`src/rtl/sb_ram2p_clr.sv`:
```
// ----------------------------------------------------------------------------
// sb_ram2p_clr
//
// Simple-dual-port synchronous RAM with a built-in sequential clear engine.
// One write port and one registered read port operate in the same cycle.
// The array is never reset directly. Instead, a hardware sweep writes INIT
// to every word, one word per clock edge. The sweep runs after reset
// release and again whenever clr is sampled high while idle.
//
// Parameters
//   DW    data width in bits
//   AW    address width in bits; DEPTH = 2**AW words
//   INIT  value written to every word by the clear sweep
//
// Ports
//   clk       in   clock, all state updates on the rising edge
//   rst       in   asynchronous active-high reset
//   wr_en     in   write request
//   wr_addr   in   write address
//   wr_data   in   write data
//   rd_en     in   read request
//   rd_addr   in   read address
//   rd_data   out  registered read data (holds when no read is accepted)
//   rd_valid  out  one-cycle strobe: rd_data was updated by an accepted read
//   clr       in   start a clear sweep (sampled on the clock edge)
//   busy      out  clear sweep in progress; wr/rd/clr are ignored while high
// ----------------------------------------------------------------------------
module sb_ram2p_clr #(
    parameter int              DW   = 8,
    parameter int              AW   = 4,
    parameter logic [DW-1:0]   INIT = '0
) (
    input  logic          clk,
    input  logic          rst,
    input  logic          wr_en,
    input  logic [AW-1:0] wr_addr,
    input  logic [DW-1:0] wr_data,
    input  logic          rd_en,
    input  logic [AW-1:0] rd_addr,
    output logic [DW-1:0] rd_data,
    output logic          rd_valid,
    input  logic          clr,
    output logic          busy
);

    localparam int DEPTH = 1 << AW;

    typedef enum logic {
        ST_CLEAR = 1'b0,
        ST_IDLE  = 1'b1
    } state_t;

    state_t        state_q, state_d;
    logic [AW-1:0] cnt_q, cnt_d;
    logic [DW-1:0] rd_data_q, rd_data_d;
    logic          rd_valid_q, rd_valid_d;

    logic [DW-1:0] mem [DEPTH];

    logic          mem_we;
    logic [AW-1:0] mem_waddr;
    logic [DW-1:0] mem_wdata;

    // ------------------------------------------------------------------
    // Next-state, memory write port and read port logic
    // ------------------------------------------------------------------
    always_comb begin
        state_d    = state_q;
        cnt_d      = cnt_q;
        rd_data_d  = rd_data_q;
        rd_valid_d = 1'b0;
        mem_we     = 1'b0;
        mem_waddr  = cnt_q;
        mem_wdata  = INIT;

        unique case (state_q)
            ST_CLEAR: begin
                // Sweep one word per edge; user ports are ignored here.
                mem_we    = 1'b1;
                mem_waddr = cnt_q;
                mem_wdata = INIT;
                cnt_d     = cnt_q + AW'(1);
                if (cnt_q == {AW{1'b1}}) begin
                    state_d = ST_IDLE;
                end
            end

            ST_IDLE: begin
                if (clr) begin
                    // clr wins over a same-edge write and read: both are
                    // dropped, and nothing is written on this edge.
                    state_d = ST_CLEAR;
                    cnt_d   = '0;
                end else begin
                    if (wr_en) begin
                        mem_we    = 1'b1;
                        mem_waddr = wr_addr;
                        mem_wdata = wr_data;
                    end
                    if (rd_en) begin
                        rd_valid_d = 1'b1;
                        // Write-first on an address collision: the array
                        // update lands on the same edge, so bypass it.
                        if (wr_en && (wr_addr == rd_addr)) begin
                            rd_data_d = wr_data;
                        end else begin
                            rd_data_d = mem[rd_addr];
                        end
                    end
                end
            end

            default: begin
                state_d = ST_CLEAR;
                cnt_d   = '0;
            end
        endcase
    end

    // ------------------------------------------------------------------
    // Control and read-port registers (asynchronously reset)
    // ------------------------------------------------------------------
    always_ff @(posedge clk or posedge rst) begin
        if (rst) begin
            state_q    <= ST_CLEAR;
            cnt_q      <= '0;
            rd_data_q  <= '0;
            rd_valid_q <= 1'b0;
        end else begin
            state_q    <= state_d;
            cnt_q      <= cnt_d;
            rd_data_q  <= rd_data_d;
            rd_valid_q <= rd_valid_d;
        end
    end

    // ------------------------------------------------------------------
    // Storage array: no reset, initialised by the sweep only
    // ------------------------------------------------------------------
    always_ff @(posedge clk) begin
        if (mem_we) begin
            mem[mem_waddr] <= mem_wdata;
        end
    end

    // busy decodes a register directly, so it has no path from the inputs.
    assign busy     = (state_q == ST_CLEAR);
    assign rd_data  = rd_data_q;
    assign rd_valid = rd_valid_q;

endmodule

```
`config.mk`:
```
export PLATFORM = sky130hd
export DESIGN_NAME = sb_ram2p_clr
export DESIGN_NICKNAME = d
export VERILOG_FILES = /design/src/rtl/sb_ram2p_clr.sv
export SDC_FILE = /design/constraint.sdc
export NUM_CORES = 1
export LEC_CHECK = 0
export CAP_MARGIN = 15
export CORE_MARGIN = 4
export CORE_UTILIZATION = 26
export CTS_BUF_LIST = sky130_fd_sc_hd__clkbuf_4
export DETAILED_ROUTE_END_ITERATION = 10
export GPL_ROUTABILITY_DRIVEN = 1
export SYNTH_ARGS = -nofsm -noshare
export SYNTH_HDL_FRONTEND = slang
export SYNTH_SLANG_ARGS = --single-unit
```
`constraint.sdc`:
```
create_clock -name clk -period 5.3 [get_ports clk]
set_input_delay 0.53 -clock clk [delete_from_list [all_inputs] [get_ports clk]]
set_output_delay 0.53 -clock clk [all_outputs]
set_load 0.03 [all_outputs]
```
After elaboration in Yosys (flattened, before gate mapping)
Memory sizes are Yosys's and may differ from the RTL's. A register that Yosys moved wholly into a read port is not among the register bits.
Index checks and enable logic that the tools add are counted.
Cells by class
  equal/unequal tests: 2
  reduce and logical (&&, ||, !) cells: 1
  $add $sub $neg: 1
  multiplexer cells: 19
  bitwise operators: 2
Operators with widths (count)
  $mux 8: 2
  $pmux 4 s2: 2
  $pmux 8 s2: 1
  $mux 4: 3
  $mux 1: 9
  $add 4x1->4 const B: 1
  $eq 4x4->1 const B: 1
  $pmux 1 s2: 2
  $reduce_and 3->1: 1
  $ne 2x2->1 const B: 1
  $not 1->1: 2
Word-level totals
  memories: 1
  RAM bits: 128
  input bits: 21
  register bits after elaboration: 6
  word-level logic and storage cells: 29
  output and inout bits: 10
Memory list
  mem: words 16, bits a word 8, read ports 1, clocked after Yosys merged registers in 1, wr ports 1, line 58  | logic [DW-1:0] mem [DEPTH];

Depth between registers and ports, before layout
Gate-level depths: netlist of run 1.
  depth after elaboration: 5
  mapped depth: 9
  mapped depth without buffers: 6

Worst setup path after synthesis of run 1
Ideal clock, no wire load.
  kind: input port to flip-flop
  start point: input port rd_addr[0]
  end point: register rd_data_q[7] (netlist: rd_data[7]), read port of mem
  setup time: 0.139 ns
  required time: 5.161 ns
  buffers on the path: 3
  arrival time: 2.111 ns
  stages on the path: 8
  slack: 3.050 ns
  path through: buf_4 buf_2 buf_4 mux4_2 mux2i_1 nor2_1 a21oi_1 o221ai_2
RTL lines
  from (decl): line 39  | input logic [AW-1:0] rd_addr,
  to (decl): line 55  | logic [DW-1:0] rd_data_q, rd_data_d;

Final worst setup path of run 1
  start point: input port clr
  end point: memory mem[11][5], enable pin
Between the ends
  word-level cells in the longest chain between the ends: 4
  elaborated cells between the ends (all ways): 6
  classes of those cells: mux: 6
RTL lines
  from (decl): line 42  | input logic clr,
  $mux 1: line 89  | if (clr) begin
  $pmux 1 s2: line 76  | unique case (state_q)
  $mux 1: line 141  | if (mem_we) begin
  $mux 1 (implied by the code): line 142  | mem[mem_waddr] <= mem_wdata;
  to (decl): line 58
Parallel ways exist; a longest one is shown, timed or not.

==> impl_metrics.prom, run 1 <==
# TYPE chip_impl_metric gauge
chip_impl_info{name="run_status",value="finished clean"} 1
chip_impl_metric{name="power.density_cell_area",unit="mW/mm^2"} 434
chip_impl_metric{name="grt_pass1_vias",unit=""} 3409
chip_impl_metric{name="hold_violations",unit=""} 0
chip_impl_metric{name="grt_use_met2",unit=""} 0.162
chip_impl_metric{name="detailedPlacementHpwl",unit="um"} 8620
chip_impl_info{name="netlist.top_cell.by_area",value="edfxtp_1"} 1
chip_impl_metric{name="cts_sinks",unit=""} 142
chip_impl_metric{name="clk_transition_reported_paths",unit="ns"} 0.12
chip_impl_metric{name="cts_inserted_buffers",unit=""} 17
chip_impl_metric{name="grt_pass1_wl",unit="um"} 20000
chip_impl_info{name="path_delay_family",value="simple AND/OR/NAND/NOR gates"} 1
chip_impl_info{name="cts_tree",value="built"} 1
chip_impl_metric{name="synth_edf_count",unit=""} 128
chip_impl_metric{name="yosysSeqAreaShare",unit=""} 0.709
chip_impl_metric{name="gp_congestion",unit=""} 0.782
chip_impl_info{name="rsz0062_at_grt",value="no"} 1
chip_impl_metric{name="buffer_ports.inserted",unit=""} 30
chip_impl_metric{name="timing.final.ws_setup",unit="ns"} 2.52
chip_impl_metric{name="initial_core_util",unit=""} 0.268
chip_impl_metric{name="irDropWorstVdd",unit="mV"} 0.135
chip_impl_metric{name="final.fill_count",unit=""} 2126
chip_impl_metric{name="synth_seq_cells",unit=""} 142
chip_impl_metric{name="globalRouteTotalUtil",unit=""} 0.104
chip_impl_metric{name="cts_max_path_buffers",unit=""} 2
chip_impl_info{name="holdCritPathClass",value="input pin to asynchronous set/reset pin"} 1
chip_impl_metric{name="synthesis.area",unit="mm^2"} 0.00592
chip_impl_metric{name="grt_overflow",unit=""} 0
chip_impl_metric{name="postCtsSetupBuffers",unit=""} 0
chip_impl_metric{name="avg_inst_size_synth",unit="um^2"} 16.8
chip_impl_metric{name="maxCapViolCount",unit=""} 0
chip_impl_metric{name="worst_pin_slew",unit="ns"} 0.945
chip_impl_metric{name="worst_clock_skew",unit="ns"} 0.0162
chip_impl_metric{name="design.portCount",unit=""} 31
chip_impl_metric{name="synthCells",unit=""} 353
chip_impl_metric{name="drt_iter0_markers",unit=""} 313
chip_impl_metric{name="drt_first_pass_iters",unit=""} 5
chip_impl_metric{name="holdBufCountCts",unit=""} 0
chip_impl_info{name="timing.critical_path.from",value="clr"} 1
chip_impl_metric{name="area.growth.synth_to_final",unit="%"} 14.4
chip_impl_info{name="critPathLaunchType",value="input pin"} 1
chip_impl_metric{name="drive_gt1_frac",unit=""} 0.179
chip_impl_metric{name="dpl_cell_area",unit="mm^2"} 0.00645
chip_impl_metric{name="ctsResizeCount",unit=""} 0
chip_impl_metric{name="clock.fmax",unit="MHz"} 360
chip_impl_metric{name="chipWidth",unit="um"} 159
chip_impl_metric{name="timing.critical_path.fanout_max",unit=""} 18
chip_impl_metric{name="holdWs",unit="ns"} 0.367
chip_impl_metric{name="period_minus_slack",unit="ns"} 2.78
chip_impl_metric{name="critical_path_buf_inv_count",unit=""} 1
chip_impl_metric{name="finalSetupTns",unit="ns"} 0
chip_impl_info{name="r2r_startpoint",value="state_q$_DFF_PP0_"} 1
chip_impl_info{name="synthFlopType",value="edfxtp_1"} 1
chip_impl_info{name="critPathSlowestCell",value="nor2_1"} 1
chip_impl_metric{name="place_ws",unit="ns"} 2.03
chip_impl_info{name="grt_busiest_layer",value="met2"} 1
chip_impl_info{name="timing.critical_path.cells",value="clkdlybuf4s50_1, and3b_1, mux2i_1, nand2_1, nor2_1"} 1
chip_impl_metric{name="worstPathRequired",unit="ns"} 5.42
chip_impl_metric{name="ys_async_sr_fraction",unit=""} 0.0986
chip_impl_metric{name="max_slew_margin_vs_limit",unit=""} 0.370
chip_impl_metric{name="slew_violations",unit=""} 0
chip_impl_metric{name="vias",unit=""} 3122
chip_impl_metric{name="synth-warning-count",unit=""} 0
chip_impl_metric{name="synth_cell_type_count",unit=""} 43
chip_impl_metric{name="dieHeight",unit="um"} 159
chip_impl_metric{name="postSynthNetCount",unit=""} 375
chip_impl_info{name="setup.worst_path.class",value="input pin to flop"} 1
chip_impl_metric{name="global_route.usage.met3",unit=""} 0.0283
chip_impl_metric{name="antenna_violations_before_repair",unit=""} 1
chip_impl_metric{name="htreeDepth",unit=""} 4
chip_impl_metric{name="leakage",unit="uW"} 0.00232
chip_impl_metric{name="finish.net_count",unit=""} 406
chip_impl_info{name="cts.root.buffer_cell",value="clkbuf_4"} 1
chip_impl_metric{name="route.detailed.vias_per_inst",unit=""} 4.60
chip_impl_metric{name="number_of_routed_nets_with_antenna_violations",unit=""} 0
chip_impl_metric{name="rows",unit=""} 54
chip_impl_metric{name="synth_top_area_share",unit=""} 0.650
chip_impl_metric{name="setup-violations-final",unit=""} 0
chip_impl_metric{name="arrival",unit="ns"} 2.90
chip_impl_metric{name="drc",unit=""} 0
chip_impl_metric{name="max_stage_delay",unit="ns"} 0.67
chip_impl_metric{name="die-area",unit="mm^2"} 0.0252
chip_impl_metric{name="postLayoutCellArea",unit="mm^2"} 0.00677
chip_impl_info{name="synth.area.top_cells",value="edfxtp_1 65%, mux4_2 7.6%, dfrtp_1 5.9%"} 1
chip_impl_metric{name="core_area",unit="mm^2"} 0.0221
chip_impl_metric{name="period_share",unit=""} 0.524
chip_impl_metric{name="wl_per_cell",unit="um"} 18.6
chip_impl_metric{name="postRouteWirelength",unit="um"} 12600
chip_impl_metric{name="clk_latency",unit="ns"} 0.50
chip_impl_metric{name="grt_max_degree",unit=""} 36
chip_impl_metric{name="grt_use_met1",unit=""} 0.142
chip_impl_info{name="endpoint_kind",value="flop"} 1
==> synth_stat cells, types with 2 or more instances <==
cell type	n
edfxtp_1	128
nor2_1	25
nand2_1	21
mux4_2	20
mux2i_1	16
dfrtp_1	14
mux2_2	14
inv_1	13
clkbuf_1	9
nand2b_1	9
o22ai_1	8
a22o_1	7
a22oi_1	7
o31ai_1	6
o221ai_1	5
a31oi_1	4
buf_2	4
xnor2_1	4
a21oi_1	3
and3_1	3
buf_4	3
xor2_1	3
buf_6	2
nor2b_1	2
nor3_1	2
nor3b_1	2
o21ai_0	2
o221ai_2	2
==> final cells by class <==
class / instances / area [um^2] / share of cell area
Clock inverter: 13 / 148 / 0.0218
Timing Repair Buffer: 31 / 310 / 0.0458
Clock buffer: 19 / 143 / 0.0211
Antenna cell: 2 / 5.00 / 0.000739
Multi-Input combinational cell: 179 / 1570 / 0.232
Inverter: 13 / 48.8 / 0.00721
Sequential cell: 142 / 4190 / 0.619
Tap cell: 280 / 350 / 0.0517
==> routing by layer <==
metal  vias up  share of wire
li1       1443              -
met1      1581           0.43
met2        90           0.48
met3         8          0.070
met4         0          0.011
met5         -              0
==> placed cells by master (no fill, tap or decap), types with 3 or more instances in the layout <==
master and count:
a21oi_1 3, a22o_1 7, a22oi_1 7, a31oi_1 4, and3_1 3, bufinv_16 3
clkbuf_4 19, clkdlybuf4s50_1 28, clkinv_2 4, clkinvlp_4 4, dfrtp_1 14, edfxtp_1 128
inv_1 13, mux2_2 14, mux2i_1 16, mux4_2 20, nand2_1 21, nand2b_1 9
nor2_1 25, o221ai_1 5, o22ai_1 8, o31ai_1 6, xnor2_1 4, xor2_1 3
==> cells by family after synthesis <==
family,count (synthesis),share of synthesized area
and+or+nand+nor,71,0.0569
xor gates and xnor gates,7,0.0104
buffers and inverters,32,0.0256
DFF,142,0.709
AOI/OAI and AO/OA,50,0.0664
muxes,50,0.130
adders and majority gates,1,0.00211
==> final timing paths <==
check / end / cells past startpoint / slack, ns
max in group asynchronous: state_q$_DFF_PP0_ / 2 / 4.55
min in group clk: rd_data[4]$_DFFE_PP0P_ / 2 / 0.53
worst min-delay path: cnt_q[0]$_DFFE_PP0P_ / 2 / 0.37
worst max-delay path: mem[11][5]$_DFFE_PP_ / 5 / 2.52
worst min register to register: rd_data[4]$_DFFE_PP0P_ / 2 / 0.53
worst max register to register: mem[11][5]$_DFFE_PP_ / 4 / 2.53
==> flip-flops by register name (all words and copies together), names as in the netlist <==
| signal | flops |
|---|---|
| rd_valid | 1 |
| mem | 128 |
| cnt_q | 4 |
| rd_data | 8 |
| state_q | 1 |
==> report_power, final <==
group,switching [uW],internal [uW]
clock network,369,331
logic,413,255
registers,98.8,1470
==> metrics by stage <==
step           total power, uW  instances   util
2_1_floorplan             2020        353      -
3_3_place_gp              2240        644  0.292
3_5_place_dp              2270        644  0.292
4_1_cts                   2970        676  0.305
5_1_grt                   3100        679  0.306
6_report                  2940        679  0.306
Note: power is estimated with default switching activity, not from simulation.
==> inputs of run 2 (changes only) <==
Clock period 5.3 ns to 2.66 ns, I/O delays scaled along.
==> run 2 against run 1 <==
  * Routed wire length is 2.1% higher
  * Clock-buffer cell count shrank 2
  * Utilization increased by 0.52 points
  * Non-clock buffer count is 17 higher
  * Global-route usage up 0.13 points
  * Setup slack worse by 2.3 ns
  * Critical path depth is 1 higher
  * Clock skew down 0.0017 ns
  * Total power is 100% higher
  * Clock power increased by 96%
  * Highest routed layer unchanged
==> impl_metrics.prom, run 2 (synthesis results as in run 1) <==
# TYPE chip_impl_metric gauge
chip_impl_metric{name="setup-violations-final",unit=""} 0
chip_impl_metric{name="worst_pin_slew",unit="ns"} 0.815
chip_impl_metric{name="initial_core_util",unit=""} 0.268
chip_impl_info{name="rsz0062_at_grt",value="no"} 1
chip_impl_info{name="holdCritPathClass",value="input pin to asynchronous set/reset pin"} 1
chip_impl_metric{name="period_minus_slack",unit="ns"} 2.40
chip_impl_metric{name="maxCapViolCount",unit=""} 0
chip_impl_metric{name="wl_per_cell",unit="um"} 18.6
chip_impl_metric{name="detailedPlacementHpwl",unit="um"} 8740
chip_impl_metric{name="die-area",unit="mm^2"} 0.0252
chip_impl_metric{name="leakage",unit="uW"} 0.00241
chip_impl_metric{name="drt_first_pass_iters",unit=""} 5
chip_impl_metric{name="clk_transition_reported_paths",unit="ns"} 0.11
chip_impl_metric{name="clock.fmax",unit="MHz"} 416
chip_impl_info{name="cts.root.buffer_cell",value="clkbuf_4"} 1
chip_impl_metric{name="drt_iter0_markers",unit=""} 253
chip_impl_metric{name="area.growth.synth_to_final",unit="%"} 16.4
chip_impl_metric{name="hold_violations",unit=""} 0
chip_impl_metric{name="arrival",unit="ns"} 2.84
chip_impl_metric{name="period_share",unit=""} 0.903
chip_impl_metric{name="number_of_routed_nets_with_antenna_violations",unit=""} 0
chip_impl_metric{name="design.portCount",unit=""} 31
chip_impl_metric{name="cts_sinks",unit=""} 142
chip_impl_metric{name="core_area",unit="mm^2"} 0.0221
chip_impl_metric{name="switching_power",unit="uW"} 1770
chip_impl_info{name="timing.critical_path.cells",value="and3b_1, buf_4, mux2i_1, xnor2_1, or4_1, o221ai_2"} 1
chip_impl_metric{name="cts_inserted_buffers",unit=""} 17
chip_impl_info{name="critPathSlowestCell",value="or4_1"} 1
chip_impl_metric{name="route.detailed.vias_per_inst",unit=""} 4.66
chip_impl_metric{name="grt_pass1_wl",unit="um"} 20200
chip_impl_metric{name="slew_violations",unit=""} 0
chip_impl_metric{name="share_clk_of_total_power",unit=""} 0.231
chip_impl_metric{name="power.density_cell_area",unit="mW/mm^2"} 858
chip_impl_metric{name="gp_congestion",unit=""} 0.855
chip_impl_metric{name="cts_max_path_buffers",unit=""} 2
chip_impl_info{name="run_status",value="finished clean"} 1
chip_impl_metric{name="critical_path_buf_inv_count",unit=""} 1
chip_impl_info{name="layout.cells.most_common_list",value="128 x edfxtp_1, 28 x clkdlybuf4s50_1, 25 x nor2_1, 21 x nand2_1, 20 x mux4_2"} 1
chip_impl_metric{name="grt_pass1_vias",unit=""} 3518
chip_impl_metric{name="dieHeight",unit="um"} 159
chip_impl_metric{name="vias",unit=""} 3240
chip_impl_metric{name="irDropWorstVdd",unit="mV"} 0.366
chip_impl_metric{name="sequential_share_of_power",unit=""} 0.528
chip_impl_metric{name="dpl_cell_area",unit="mm^2"} 0.00660
chip_impl_metric{name="timing.critical_path.fanout_max",unit=""} 9
chip_impl_metric{name="drc",unit=""} 0
chip_impl_metric{name="max_slew_margin_vs_limit",unit=""} 0.455
chip_impl_metric{name="worstPathRequired",unit="ns"} 3.10
chip_impl_metric{name="p_total",unit="uW"} 5910
chip_impl_metric{name="holdWs",unit="ns"} 0.0853
chip_impl_metric{name="comb_power_frac",unit=""} 0.241
chip_impl_info{name="path_delay_family",value="simple AND/OR/NAND/NOR gates"} 1
chip_impl_metric{name="clk_latency",unit="ns"} 0.52
chip_impl_info{name="largest-register",value="mem"} 1
chip_impl_metric{name="postCtsSetupBuffers",unit=""} 0
chip_impl_metric{name="ctsResizeCount",unit=""} 0
chip_impl_metric{name="worst_clock_skew",unit="ns"} 0.0145
chip_impl_metric{name="drive_gt1_frac",unit=""} 0.208
chip_impl_info{name="setup.worst_path.class",value="flop to flop"} 1
chip_impl_info{name="critPathLaunchType",value="flop"} 1
chip_impl_metric{name="finalSetupTns",unit="ns"} 0
chip_impl_metric{name="globalRouteTotalUtil",unit=""} 0.105
chip_impl_metric{name="buffer_ports.inserted",unit=""} 30
chip_impl_metric{name="grt_max_degree",unit=""} 30
chip_impl_metric{name="holdBufCountCts",unit=""} 0
chip_impl_metric{name="finish.net_count",unit=""} 423
chip_impl_metric{name="internal_power",unit="uW"} 4140
chip_impl_metric{name="rows",unit=""} 54
chip_impl_metric{name="max_stage_delay",unit="ns"} 0.66
chip_impl_metric{name="chipWidth",unit="um"} 159
chip_impl_metric{name="flip_flop_count_of_the_largest_register_after_layout",unit=""} 128
chip_impl_metric{name="sw_frac_of_total",unit=""} 0.300
chip_impl_metric{name="grt_overflow",unit=""} 0
chip_impl_info{name="endpoint_kind",value="flop"} 1
chip_impl_metric{name="antenna_violations_before_repair",unit=""} 1
chip_impl_metric{name="postLayoutCellArea",unit="mm^2"} 0.00689
chip_impl_metric{name="htreeDepth",unit=""} 4
chip_impl_info{name="cts_tree",value="built"} 1
chip_impl_metric{name="postRouteWirelength",unit="um"} 12900
chip_impl_info{name="mostFrequentLayoutCell",value="edfxtp_1"} 1
==> run 2: cell types whose count changed in the layout (fill, tap and decap cells not counted) <==
cell        delta
diode_2        -1
clkinv_4       +2
clkbuf_4       -2
buf_4         +17
clkinv_2       +2
clkinvlp_4     -4
clkinv_1       +2
==> run 2: final cells by class <==
class,instances,area [um^2]
diodes,1,2.50
clock buffers,17,128
clock inverters,15,153
fillers,2111,15200
inverters,13,48.8
multi-input cells,179,1570
flip-flops and latches,142,4190
well taps,280,350
repair buffers,48,438
==> run 2: worst paths after layout <==
kind                                        start                endpoint  slack [ns]  cells past startpoint
setup / recovery                state_q$_DFF_PP0_  rd_data[7]$_DFFE_PP0P_        0.26                      6
hold / removal                                rst    cnt_q[3]$_DFFE_PP0P_        0.09                      2
setup reg to reg                state_q$_DFF_PP0_  rd_data[7]$_DFFE_PP0P_        0.26                      6
hold reg to reg            rd_data[4]$_DFFE_PP0P_  rd_data[4]$_DFFE_PP0P_        0.51                      2
max in group asynchronous                     rst  rd_data[2]$_DFFE_PP0P_        2.19                      2
min in group clk                       wr_data[1]  rd_data[1]$_DFFE_PP0P_        0.35                      3
==> run 2: power groups by stage <==
stage / sequential [uW] / combinational [uW] / clock (uW)
6_report: 3120 / 1420 / 1370
3_3_place_gp: 3150 / 1400 / 0
2_1_floorplan: 3190 / 838 / 0
5_1_grt: 3160 / 1540 / 1510
4_1_cts: 3120 / 1440 / 1400
3_5_place_dp: 3170 / 1430 / 0
==> run 2: per-layer routing <==
layer | global-route usage | wire [um] | vias to the layer above
met4 | 0.0367 | 154 | 0
met1 | 0.137 | 5700 | 1671
met5 | 0 | 0 | -
li1 | - | - | 1481
met3 | 0.0298 | 692 | 11
met2 | 0.169 | 6350 | 77
==> run 2: through the flow <==
stage | cells | setup WS, ns | utilization
after global routing | 695 | 0.0828 | 0.312
after CTS | 694 | 0.259 | 0.312
after global placement | 662 | 0.0663 | 0.299
final | 695 | 0.259 | 0.312
after detailed placement | 662 | -0.000200 | 0.299
after floorplan | 353 | 0.674 | -
==> inputs of run 3 (changes only) <==
Settings changed: ABC_AREA set to 1.
==> run 3 against run 2 <==
  * Non-clock buffer count is 14 higher
  * Synthesized area up 6.7%
  * Clock power is 6% lower
  * Total power grew 4.3%
  * Critical path type is now flop to primary output
==> impl_metrics.prom, run 3 <==
# TYPE chip_impl_metric gauge
chip_impl_metric{name="postRouteWirelength",unit="um"} 15300
chip_impl_metric{name="route.detailed.vias_per_inst",unit=""} 4.31
chip_impl_metric{name="final_core_util",unit=""} 0.313
chip_impl_info{name="setup.worst_path.class",value="flop to primary output"} 1
chip_impl_metric{name="postSynthNetCount",unit=""} 652
chip_impl_metric{name="initial_core_util",unit=""} 0.267
chip_impl_metric{name="htreeDepth",unit=""} 4
chip_impl_metric{name="globalRouteTotalUtil",unit=""} 0.119
chip_impl_info{name="holdCritPathClass",value="input pin to asynchronous set/reset pin"} 1
chip_impl_info{name="run_status",value="finished clean"} 1
chip_impl_info{name="cts.root.buffer_cell",value="clkbuf_4"} 1
chip_impl_metric{name="rows",unit=""} 56
chip_impl_metric{name="clock.fmax",unit="MHz"} 461
chip_impl_metric{name="worstPathRequired",unit="ns"} 2.39
chip_impl_info{name="largest-register",value="mem"} 1
chip_impl_metric{name="hold_violations",unit=""} 0
chip_impl_metric{name="postCtsSetupBuffers",unit=""} 0
chip_impl_metric{name="worst_pin_slew",unit="ns"} 0.538
chip_impl_metric{name="worst_clock_skew",unit="ns"} 0.0184
chip_impl_metric{name="global_route.usage.met3",unit=""} 0.0316
chip_impl_metric{name="grt_pass1_wl",unit="um"} 24200
chip_impl_info{name="critPathSlowestCell",value="clkdlybuf4s50_1"} 1
chip_impl_metric{name="grt_overflow",unit=""} 0
chip_impl_metric{name="holdBufCountCts",unit=""} 0
chip_impl_metric{name="grt_max_degree",unit=""} 62
chip_impl_metric{name="design.portCount",unit=""} 31
chip_impl_metric{name="grt_pass1_vias",unit=""} 4374
chip_impl_metric{name="setup-violations-final",unit=""} 0
chip_impl_metric{name="clk_latency",unit="ns"} 0.54
chip_impl_metric{name="synth-warning-count",unit=""} 0
chip_impl_metric{name="timing.critical_path.fanout_max",unit=""} 7
chip_impl_metric{name="arrival",unit="ns"} 1.90
chip_impl_metric{name="synthCells",unit=""} 630
chip_impl_info{name="critPathLaunchType",value="flop"} 1
chip_impl_metric{name="drt_iter0_markers",unit=""} 401
chip_impl_info{name="most_used_standard_cells_in_the_synthesized_netlist",value="262 x nand2_1, 128 x edfxtp_1, 58 x nand3_1"} 1
chip_impl_metric{name="reg2reg_slack",unit="ns"} 0.57
chip_impl_metric{name="gp_congestion",unit=""} 0.853
chip_impl_info{name="mostFrequentLayoutCell",value="nand2_1"} 1
chip_impl_metric{name="cts_max_path_buffers",unit=""} 2
chip_impl_metric{name="cts_inserted_buffers",unit=""} 17
chip_impl_metric{name="power.density_cell_area",unit="mW/mm^2"} 830
chip_impl_info{name="synth.area.top_cells",value="edfxtp_1 61%, nand2_1 16%, dfrtp_1 5.5%"} 1
chip_impl_metric{name="synth_cell_type_count",unit=""} 27
chip_impl_metric{name="drc",unit=""} 0
chip_impl_metric{name="finalSetupTns",unit="ns"} 0
chip_impl_info{name="timing.critical_path.cells",value="inv_2, clkdlybuf4s50_1"} 1
chip_impl_metric{name="antenna_violations_before_repair",unit=""} 0
chip_impl_metric{name="die-area",unit="mm^2"} 0.0269
chip_impl_metric{name="grt_use_met2",unit=""} 0.194
chip_impl_metric{name="synthesis.area",unit="mm^2"} 0.00632
chip_impl_metric{name="flip_flop_count_of_the_largest_register_after_layout",unit=""} 128
chip_impl_metric{name="avg_inst_size_synth",unit="um^2"} 10.0
chip_impl_info{name="netlist.top_cell.by_area",value="edfxtp_1"} 1
chip_impl_metric{name="core_area",unit="mm^2"} 0.0237
chip_impl_metric{name="dieHeight",unit="um"} 164
chip_impl_metric{name="cts_sinks",unit=""} 142
chip_impl_metric{name="maxCapViolCount",unit=""} 0
chip_impl_metric{name="area.growth.synth_to_final",unit="%"} 17.5
chip_impl_metric{name="ff2ff_path_depth",unit=""} 8
chip_impl_metric{name="wl_per_cell",unit="um"} 15.1
chip_impl_info{name="endpoint_kind",value="primary output"} 1
chip_impl_metric{name="yosysSeqAreaShare",unit=""} 0.664
chip_impl_metric{name="antennaDiodeCount",unit=""} 0
chip_impl_info{name="layout.cells.most_common_list",value="262 x nand2_1, 128 x edfxtp_1, 58 x nand3_1, 53 x nor2_1"} 1
chip_impl_metric{name="buffer_ports.inserted",unit=""} 30
chip_impl_metric{name="clk_transition_reported_paths",unit="ns"} 0.12
chip_impl_metric{name="critical_path_buf_inv_count",unit=""} 2
chip_impl_metric{name="drt_first_pass_iters",unit=""} 4
chip_impl_metric{name="grt_use_met1",unit=""} 0.158
chip_impl_metric{name="synth_edf_count",unit=""} 128
chip_impl_metric{name="max_slew_margin_vs_limit",unit=""} 0.641
chip_impl_metric{name="ys_async_sr_fraction",unit=""} 0.0986
chip_impl_metric{name="synth_seq_cells",unit=""} 142
chip_impl_metric{name="period_share",unit=""} 0.815
chip_impl_info{name="cts_tree",value="built"} 1
chip_impl_info{name="grt_busiest_layer",value="met2"} 1
chip_impl_metric{name="ctsResizeCount",unit=""} 0
chip_impl_metric{name="drive_gt1_frac",unit=""} 0.121
chip_impl_metric{name="critical_path_depth",unit=""} 2
chip_impl_info{name="path_delay_family",value="buffers and inverters"} 1
chip_impl_metric{name="vias",unit=""} 4374
chip_impl_metric{name="final_cell_count_no_fill",unit=""} 1016
chip_impl_metric{name="final.fill_count",unit=""} 2502
chip_impl_metric{name="synth_top_area_share",unit=""} 0.609
chip_impl_metric{name="detailedPlacementHpwl",unit="um"} 10400
chip_impl_info{name="synthFlopType",value="edfxtp_1"} 1
chip_impl_metric{name="max_stage_delay",unit="ns"} 0.69
chip_impl_info{name="synth.most_common_cell",value="nand2_1"} 1
chip_impl_metric{name="irDropWorstVdd",unit="mV"} 0.315
chip_impl_metric{name="finish.net_count",unit=""} 707
chip_impl_metric{name="number_of_routed_nets_with_antenna_violations",unit=""} 0
chip_impl_metric{name="leakage",unit="uW"} 0.00310
chip_impl_metric{name="slew_violations",unit=""} 0
chip_impl_info{name="rsz0062_at_grt",value="no"} 1
chip_impl_metric{name="period_minus_slack",unit="ns"} 2.17
chip_impl_metric{name="placed_instances",unit=""} 985
chip_impl_metric{name="chipWidth",unit="um"} 164
-- run 3: cell count changes in the layout (fill, tap and decap cells not counted), sizes merged, moves of 14 or more --
cell / previous run / this run
inv: 13 / 34
mux2i: 16 / 0
o21ai: 3 / 26
nor2: 25 / 55
mux2: 14 / 0
mux4: 20 / 0
nand3: 1 / 63
nand2: 21 / 268
-- run 3: worst paths after layout --
kind / endpoint / start
hold / removal: rd_data[2]$_DFFE_PP0P_ / rst
hold reg to reg: rd_data[5]$_DFFE_PP0P_ / rd_data[5]$_DFFE_PP0P_
setup reg to reg: mem[2][1]$_DFFE_PP_ / state_q$_DFF_PP0_
max in group asynchronous: cnt_q[1]$_DFFE_PP0P_ / rst
setup / recovery: busy / state_q$_DFF_PP0_
min in group clk: rd_data[0]$_DFFE_PP0P_ / wr_data[0]
-- run 3: metal layers --
layer  share of wire  wire length (um)
met1            0.45              6880
met2            0.48              7370
met3           0.055               850
met4           0.014               221
met5               0                 0
-- run 3: cell type report --
| class | instances | area [um^2] | area share |
|---|---|---|---|
| Clock buffer | 18 | 135 | 0.0182 |
| Clock inverter | 13 | 125 | 0.0169 |
| Inverter | 36 | 136 | 0.0184 |
| Multi-Input combinational cell | 426 | 1860 | 0.250 |
| Sequential cell | 142 | 4190 | 0.565 |
| Tap cell | 319 | 399 | 0.0538 |
| Timing Repair Buffer | 62 | 573 | 0.0772 |
-- run 3: logic make-up after synthesis --
logic type,Yosys count,share of synthesized area
simple gates,394,0.265
flops,142,0.664
buf+inv,62,0.0422
compound gates,31,0.0265
fa+ha+maj,1,0.00198
-- run 3: metrics by stage --
stage          worst slack (ns)  total power (uW)  cell area (um^2)  hold slack (ns)
6_report                  0.493              6160              7420           0.0614
5_1_grt                   0.374              6550              7420           0.0852
4_1_cts                   0.433              6220              7420           0.0188
3_5_place_dp              0.294              4930              7160            0.466
3_3_place_gp              0.341              4910              7160            0.465
2_1_floorplan             0.620              4280              6320            0.155
-- run 3: report_power, final --
| part | total, uW | switching (uW) | internal, uW |
|---|---|---|---|
| combinational | 1750 | 1180 | 579 |
| clock | 1290 | 740 | 549 |
| sequential | 3120 | 154 | 2960 |
| total | 6160 | 2070 | 4090 |
